`src/rtl/seg_mult_16x16_seq_pkg.sv`:
```
`default_nettype none
// ============================================================================
// Module   : seg_mult_16x16_seq_pkg
// Purpose  : Shared widths and FSM state type for the segmented sequential
//            16x16 unsigned multiplier.
// Revision : 1.0 - initial release
// ============================================================================
package seg_mult_16x16_seq_pkg;

    // Operand width; the datapath is only built for 16-bit operands
    localparam int OP_WIDTH   = 16;
    // Segment width, always half the operand width
    localparam int SEG_WIDTH  = OP_WIDTH / 2;
    // Full product width
    localparam int PROD_WIDTH = 2 * OP_WIDTH;
    // Step counter width (four segment pairs)
    localparam int STEP_WIDTH = 2;

    // Controller states
    typedef enum logic [1:0] {
        IDLE = 2'd0,
        CALC = 2'd1,
        DONE = 2'd2
    } state_t;

endpackage : seg_mult_16x16_seq_pkg
`default_nettype wire

```
`src/rtl/seg_mult_16x16_seq_mult_8x8.sv`:
```
`default_nettype none
// ============================================================================
// Module   : mult_8x8
// Purpose  : Combinational 8x8 unsigned multiplier, shared by every step of
//            the segmented 16x16 multiplier.
// Revision : 1.0 - initial release
// ============================================================================
module mult_8x8
    import seg_mult_16x16_seq_pkg::*;
(
    input  logic [SEG_WIDTH-1:0]   in_a,
    input  logic [SEG_WIDTH-1:0]   in_b,
    output logic [2*SEG_WIDTH-1:0] out_8x8
);

    // Single partial-product multiplier, widened to the full 16-bit result
    assign out_8x8 = (2*SEG_WIDTH)'(in_a) * (2*SEG_WIDTH)'(in_b);

endmodule : mult_8x8
`default_nettype wire

```
`src/rtl/seg_mult_16x16_seq.sv`:
```
`default_nettype none
// ============================================================================
// Module   : seg_mult_16x16_seq
// Purpose  : Sequential 16x16 unsigned multiplier. Operands are split into
//            8-bit segments; one 8x8 unit computes the four partial
//            products over four cycles, accumulating into 32 bits.
//            Valid/ready handshake on both input and output sides.
// Revision : 1.0 - initial release
// ============================================================================
module seg_mult_16x16_seq
    import seg_mult_16x16_seq_pkg::*;
#(
    parameter int OP_W  = OP_WIDTH,
    parameter int SEG_W = SEG_WIDTH
) (
    input  logic              clk,
    input  logic              rst,
    input  logic              in_valid,
    output logic              in_ready,
    input  logic [OP_W-1:0]   in_a,
    input  logic [OP_W-1:0]   in_b,
    output logic              out_valid,
    input  logic              out_ready,
    output logic [2*OP_W-1:0] out_16x16
);

    localparam int PROD_W = 2 * OP_W;

    // Only the 16-bit / 8-bit segment configuration is implemented
    if (OP_W != 16 || SEG_W != OP_W / 2) begin : g_bad_params
        $error("seg_mult_16x16_seq: only OP_W=16, SEG_W=8 is supported");
    end

    state_t                state;
    logic [OP_W-1:0]       a_reg;
    logic [OP_W-1:0]       b_reg;
    logic [PROD_W-1:0]     acc;
    logic [STEP_WIDTH-1:0] step;
    logic [PROD_W-1:0]     prod_reg;
    logic                  in_ready_reg;
    logic                  out_valid_reg;

    logic [SEG_W-1:0]      seg_a;
    logic [SEG_W-1:0]      seg_b;
    logic [2*SEG_W-1:0]    pp;
    logic [PROD_W-1:0]     pp_ext;
    logic [PROD_W-1:0]     pp_shift;
    logic [PROD_W-1:0]     acc_next;

    // Segment select: step[1] picks the high half of a, step[0] the high half of b
    always_comb begin
        seg_a = step[1] ? a_reg[OP_W-1:SEG_W] : a_reg[SEG_W-1:0];
        seg_b = step[0] ? b_reg[OP_W-1:SEG_W] : b_reg[SEG_W-1:0];
    end

    mult_8x8 u_mult_8x8 (
        .in_a    (seg_a),
        .in_b    (seg_b),
        .out_8x8 (pp)
    );

    // Align the partial product by segment weight and add it to the accumulator
    always_comb begin
        pp_ext = {{(PROD_W - 2*SEG_W){1'b0}}, pp};
        case (step)
            2'd0:    pp_shift = pp_ext;
            2'd1,
            2'd2:    pp_shift = pp_ext << SEG_W;
            default: pp_shift = pp_ext << (2*SEG_W);
        endcase
        // Sum of all four terms is at most (2^16-1)^2, so this never wraps
        acc_next = acc + pp_shift;
    end

    // Controller and datapath registers, including the registered handshake outputs
    always_ff @(posedge clk or posedge rst) begin
        if (rst) begin
            state         <= IDLE;
            a_reg         <= '0;
            b_reg         <= '0;
            acc           <= '0;
            step          <= '0;
            prod_reg      <= '0;
            in_ready_reg  <= 1'b1;
            out_valid_reg <= 1'b0;
        end else begin
            case (state)
                IDLE: begin
                    if (in_valid) begin
                        a_reg        <= in_a;
                        b_reg        <= in_b;
                        acc          <= '0;
                        step         <= '0;
                        in_ready_reg <= 1'b0;
                        state        <= CALC;
                    end
                end
                CALC: begin
                    acc  <= acc_next;
                    step <= step + 2'd1;
                    if (step == 2'd3) begin
                        // Last partial product: publish the result on entry to DONE
                        prod_reg      <= acc_next;
                        out_valid_reg <= 1'b1;
                        state         <= DONE;
                    end
                end
                DONE: begin
                    if (out_ready) begin
                        out_valid_reg <= 1'b0;
                        in_ready_reg  <= 1'b1;
                        state         <= IDLE;
                    end
                end
                default: begin
                    out_valid_reg <= 1'b0;
                    in_ready_reg  <= 1'b1;
                    state         <= IDLE;
                end
            endcase
        end
    end

    assign in_ready  = in_ready_reg;
    assign out_valid = out_valid_reg;
    assign out_16x16 = prod_reg;

endmodule : seg_mult_16x16_seq
`default_nettype wire

```
`config.mk`:
```
export PLATFORM = sky130hd
export DESIGN_NAME = seg_mult_16x16_seq
export DESIGN_NICKNAME = d
export VERILOG_FILES = /design/src/rtl/seg_mult_16x16_seq_pkg.sv /design/src/rtl/seg_mult_16x16_seq_mult_8x8.sv /design/src/rtl/seg_mult_16x16_seq.sv
export SDC_FILE = /design/constraint.sdc
export NUM_CORES = 1
export LEC_CHECK = 0
export CAP_MARGIN = 10
export CORE_MARGIN = 3
export CORE_UTILIZATION = 50
export CTS_CLUSTER_SIZE = 28
export DETAILED_ROUTE_END_ITERATION = 8
export PLACE_DENSITY = 0.71
export SLEW_MARGIN = 20
export SYNTH_ARGS = -nofsm -noshare
export SYNTH_HDL_FRONTEND = slang
export SYNTH_SLANG_ARGS = --single-unit
```
`constraint.sdc`:
```
create_clock -name clk -period 21.5 [get_ports clk]
set_input_delay 6.45 -clock clk [delete_from_list [all_inputs] [get_ports clk]]
set_output_delay 6.45 -clock clk [all_outputs]
set_load 0.01 [all_outputs]
```
# Yosys cells after proc, flatten, opt, wreduce, memory -nomap -nowiden
# Index checks and enable logic that the tools add are counted.
op_classes:
  addsub: 2
  n_mul: 1
  eq_ne: 8
  muxes: 17
  bitwise: 2
  reduce_logical: 10
ops:
  columns: ["op", "n"]
  rows:
  - ["32-bit case mux with 2 select lines", 2]
  - ["32-bit adder", 1]
  - ["32-bit two-way mux", 1]
  - ["8-bit by 8-bit multiplier with 16-bit output", 1]
  - ["8-bit two-way mux", 2]
  - ["3-bit AND reduction", 3]
  - ["2-bit two-way mux", 4]
  - ["2-bit == test, second input constant", 3]
  - ["2-bit inequality test, second input constant", 3]
  - ["1-bit case mux with 3 select lines", 2]
  - ["2-bit case mux with 3 select lines", 1]
  - ["2-bit AND reduction", 3]
  - ["2-bit by 1-bit == test with 1-bit output, second input constant", 2]
  - ["2-bit logical NOT", 2]
  - ["1-bit two-way mux", 4]
  - ["2-bit case mux with 2 select lines", 1]
  - ["2-bit by 1-bit adder with 2-bit output, second input constant", 1]
  - ["1-bit NOT", 2]
  - ["2-bit nonzero test", 1]
  - ["2-bit OR reduction", 1]
totals:
  reg_bits: 102
  input_bits: 36
  output_inout_bits: 34
  wordCells: 48

# Logic depth before layout (Yosys ltp)
depth:
  depth_word: 5
  depth_mapped: 29
  mapped_depth_nobuf: 27

# By module
# A second synthesis with hierarchy kept.
unflattened:
  cells_unflattened: 854
  area_unflattened_um2: 8075.2
by_module_without_submodules:
  columns: ["module", "instances", "cells_per_inst", "area_each_um2", "seq_area_each_um2"]
  rows:
  - ["seg_mult_16x16_seq", 1, 611, 5950.7, 2553.7]
  - ["mult_8x8", 1, 243, 2124.5, 0.0]

# Least setup slack after synthesis
# OpenSTA, ideal clock, no wires.
synth_path:
  path_kind: "input to register"
  startpoint: "input port in_valid"
  endpoint: "register step[0]"
  setup_time_ns: 0.146
  arrival_ns: 7.326
  required_ns: 21.354
  slack_ns: 14.028
  stages: 6
  n_path_buf: 2
  path_cell_list: "nand2b_1 > or2_2 > clkbuf_1 > buf_1 > nand3_1 > o21ai_0"
synth_between:
  elab_chain_cells: 2
synth_rtl:
  columns: ["item", "line_no", "rtl"]
  rows:
  - ["start: declaration", "seg_mult_16x16_seq.sv:18", "input logic in_valid,"]
  - ["2-bit inequality test (no source line)", null, null]
  - ["2-bit AND reduction (no source line)", null, null]
  - ["end signal: assignment", "seg_mult_16x16_seq.sv:100", "step <= step + 2'd1;"]
  - ["end: declaration", "seg_mult_16x16_seq.sv:38", "logic [STEP_WIDTH-1:0] step;"]
# No other way between the ends.
# A chain may end at the register's enable or synchronous reset.

# Final worst setup path
layout_path:
  startpoint: "register step[0]"
  endpoint: "register prod_reg[29] (netlist: out_16x16[29])"
layout_between:
  elab_chain_cells: 4
  elab_cells_between_ends: 10
  classes_between: "1 x add/sub; 1 x mul; 3 x eq/ne; 2 x mux; 3 x reduce/logical"
layout_rtl:
  columns: ["item", "line_no", "rtl"]
  rows:
  - ["8-bit two-way mux, or another cell as far along", "seg_mult_16x16_seq.sv:53", "seg_b = step[0] ? b_reg[OP_W-1:SEG_W] : b_reg[SEG_W-1:0];"]
  - ["8-bit by 8-bit multiplier with 16-bit output or 2-bit OR reduction (tied branches)", "seg_mult_16x16_seq_mult_8x8.sv:17, seg_mult_16x16_seq.sv:65", null]
  - ["32-bit case mux with 2 select lines", "seg_mult_16x16_seq.sv:65", "case (step)"]
  - ["32-bit adder", "seg_mult_16x16_seq.sv:72", "acc_next = acc + pp_shift;"]
  - ["end signal: assignment", "seg_mult_16x16_seq.sv:103", "prod_reg <= acc_next;"]
  - ["end: declaration", "seg_mult_16x16_seq.sv:39", "logic [PROD_W-1:0] prod_reg;"]
# Parallel ways exist; a longest one is shown, timed or not.

==> impl_metrics.csv <==
group,metric,value,unit
global_routing,antenna_found_initial,0,
sta,tightest_slew,976,ps
clocking,insertion_delay,360,ps
sta,hold_violations,0,
worst_setup_path,cp-start-kind,"flip-flop",
worst_hold_path,hp-class,"reg -> reg",
clocking,cts_max_level,3,
floorplanning,die_h,132,um
global_routing,grt_max_degree,68,
routing,route.detailed.drc,0,
logic_synthesis,ys.flop_type,"dfrtp_1",
logic_synthesis,synth.top_cell.area_share,32.0,%
flow_run,drv_cap,0,
final_layout,fin_nets,1108,
worst_hold_path,worstHoldStart,"out_16x16[9]",
sta,maxSlewHeadroom,33.1,%
floorplanning,die_width,132,um
floorplanning,die_area,17300,sq um
logic_synthesis,synth-edff-count,0,
sta,drv_slew,0,
sta,period_minus_slack,8180,ps
global_routing,grt_pass1_vias,6083,
global_routing,grt_usage,21.0,%
logic_synthesis,synth_top_family_by_area,"simple AND/OR/NAND/NOR gates",
clocking,post_cts_resized,0,
global_routing,overflow,0,
routing,via_count,6468,
sta,tns,0,ps
routing,dr.pass1.iters,5,
worst_setup_path,cp_max_fo,12,
clocking,clk_pin_slew,70,ps
final_layout,drive_above_1_share,4.53,%
placed_design,portBuffers,69,
sta,finalCritPeriodShare,38.0,%
placed_design,globalplace.congestion,0.885,
floorplanning,core,15300,sq um
worst_setup_path,crit_path_end_kind,"flip-flop",
final_layout,num_antenna_cells,0,
sta,fmax,122,MHz
clocking,hold_buffers,0,
logic_synthesis,syn-mean-instance-area,8.60,sq um
logic_synthesis,syn_area,7900,sq um
routing,via_per_inst,5.47,
placed_design,dp_cells,1166,
clocking,cts_setup_buffers,0,
floorplanning,rows,45,
logic_synthesis,synth_simple_gate_area_share,20.3,%
final_layout,stdcell_count,1182,
worst_setup_path,startpoint,"step[0]",
sta,rsz0062_at_grt,"false",
logic_synthesis,syn_nets,1060,
logic_synthesis,synth.distinct_cells,55,
clocking,numClockSinks,102,
clocking,cts_buffer_depth,2,
worst_setup_path,worstSetupPathType,"reg -> reg",
sta,fin_skew,11.8,ps
routing,wl_per_cell,15.1,um
placed_design,dpl.hpwl,13.5,mm
worst_setup_path,crit_arrival,8420,ps
final_layout,fill_cells,1460,
logic_synthesis,synthMuxAreaShare,2.03,%
logic_synthesis,ys_seq_area_share,32.3,%
worst_setup_path,r2r-start,"step[0]",
logic_synthesis,yosysTopAreaCell,"dfrtp_1",
logic_synthesis,synth_xor_area_share,4.01,%
logic_synthesis,synthCells,918,
global_routing,grt_pass1_wl,30.3,mm
logic_synthesis,synth_fa_ha_area_share,20.3,%
worst_setup_path,required,21740,ps
floorplanning,start_util,51.6,%
routing,wl,17.8,mm
logic_synthesis,synth_area_leaders,"dfrtp_1 (32%), ha_1 (11%), fa_1 (9.4%), nand2_1 (7.6%), o21ai_0 (4.4%)",
logic_synthesis,synth_seq_cells,102,
logic_synthesis,synth-compound-area-share,16.1,%
sta,setup_viol,0,
clocking,cts_root_buf,"clkbuf_16",
status,status,"finished clean",
routing,ant_nets,0,
routing,drt_iter0_markers,426,
final_layout,syn_to_final_growth,14.6,%
logic_synthesis,async_flop_share,100,%
logic_synthesis,synth_warnings,0,
clocking,cts_tree,"done",
clocking,cts-buffers-inserted,9,
floorplanning,ioPinCount,70,
layout make-up:
class | count | area (sq um) | area share, %
clock buffers | 12 | 236 | 2.61
multi-input cells | 713 | 4960 | 54.8
flip-flops and latches | 102 | 2550 | 28.2
clock inverters | 4 | 57.6 | 0.636
inverters | 67 | 254 | 2.81
well taps | 211 | 264 | 2.92
repair buffers | 73 | 721 | 7.96
kinds of logic (layout without fill, tap and decap cells):
| family | Yosys count | in the layout |
|---|---|---|
| flip-flops | 102 | 102 |
| multiplexers | 16 | 16 |
| AND/OR/NAND/NOR | 362 | 362 |
| adder cells (fa/ha/maj) | 106 | 106 |
| AO/OA/AOI/OAI | 196 | 196 |
| buffers and inverters | 103 | 156 |
| XOR/XNOR | 33 | 33 |
cells in the mapped netlist, types with 3 or more instances:
library cell / count
or2_2: 16
o31ai_1: 6
nand4_1: 10
o21ai_0: 69
o21bai_1: 10
nor2b_1: 3
or4_1: 3
a21o_1: 14
xor2_1: 12
buf_1: 4
o21a_1: 6
nor2_1: 79
mux2i_1: 16
and2_1: 14
xnor2_1: 19
a211oi_1: 5
o22ai_1: 3
fa_1: 37
o211ai_1: 5
nand2_1: 160
a31oi_1: 7
inv_1: 67
nand3_1: 45
o31a_1: 4
a21oi_1: 36
ha_1: 69
a22o_1: 10
dfrtp_1: 101
nor3_1: 16
o2111ai_1: 6
nand2b_1: 4
clkbuf_1: 32
cells in the final DEF, fill, tap and decap left out, drive strengths merged, types with 10 or more instances in the layout:
cell | Yosys | routed
o21bai | 10 | 10
dfrtp | 101 | 101
xor2 | 12 | 12
mux2i | 16 | 16
nand3 | 45 | 45
inv | 67 | 68
a21oi | 36 | 36
nand2 | 160 | 160
clkbuf | 32 | 12
nand4 | 10 | 10
xnor2 | 19 | 19
a22o | 10 | 10
nor2 | 79 | 79
clkdlybuf4s50 | 0 | 69
nor3 | 17 | 17
or2 | 16 | 16
o21ai | 69 | 69
a21o | 14 | 14
ha | 69 | 69
and2 | 14 | 14
fa | 37 | 37
final timing paths:
path                                       to  slack (ps)  cells past startpoint
worst max-delay path            out_16x16[29]       13320                     25
worst min-delay path             out_16x16[9]         470                      2
worst max register to register  out_16x16[29]       13320                     25
worst min register to register   out_16x16[9]         470                      2
max in group asynchronous             acc[10]       13810                      3
min in group asynchronous            b_reg[4]        6450                      2
layer usage:
layer | track usage (%) | wire [um]
met5 | 0 | 0
met4 | 5.43 | 252
met3 | 3.41 | 657
met2 | 31.1 | 7890
met1 | 32.0 | 9030
through the flow:
stage          utilization [%]  instance area, sq um  hold WS, ps  setup slack, ps
3_3_place_gp              57.2                  8750          457            13370
4_1_cts                   59.1                  9050          480            13450
2_1_floorplan                -                  7900          445            12380
6_report                  59.1                  9050          475            13320
3_5_place_dp              57.2                  8750          462            13360
5_1_grt                   59.1                  9050          501            12840
critical path, stage by stage (launching register included):
cell and delay, ps:
dfrtp_1 710, mux2i_1 880, nor2_1 160, fa_1 460, fa_1 540, inv_1 50, fa_1 460, fa_1 550
inv_1 40, ha_1 310, inv_1 110, o21bai_1 90, a211oi_1 360, nor3_1 140, nor3_1 280, nor3b_1 120
o32ai_1 590, ha_1 440, a21oi_1 150, o21ai_0 130, a32oi_1 360, a21oi_1 190, o31a_1 330, o21ai_0 220
a21oi_1 130, o31ai_1 270
Power is not shown: default switching activity piles up to over one toggle a cycle in this logic, so the estimate is an artifact.
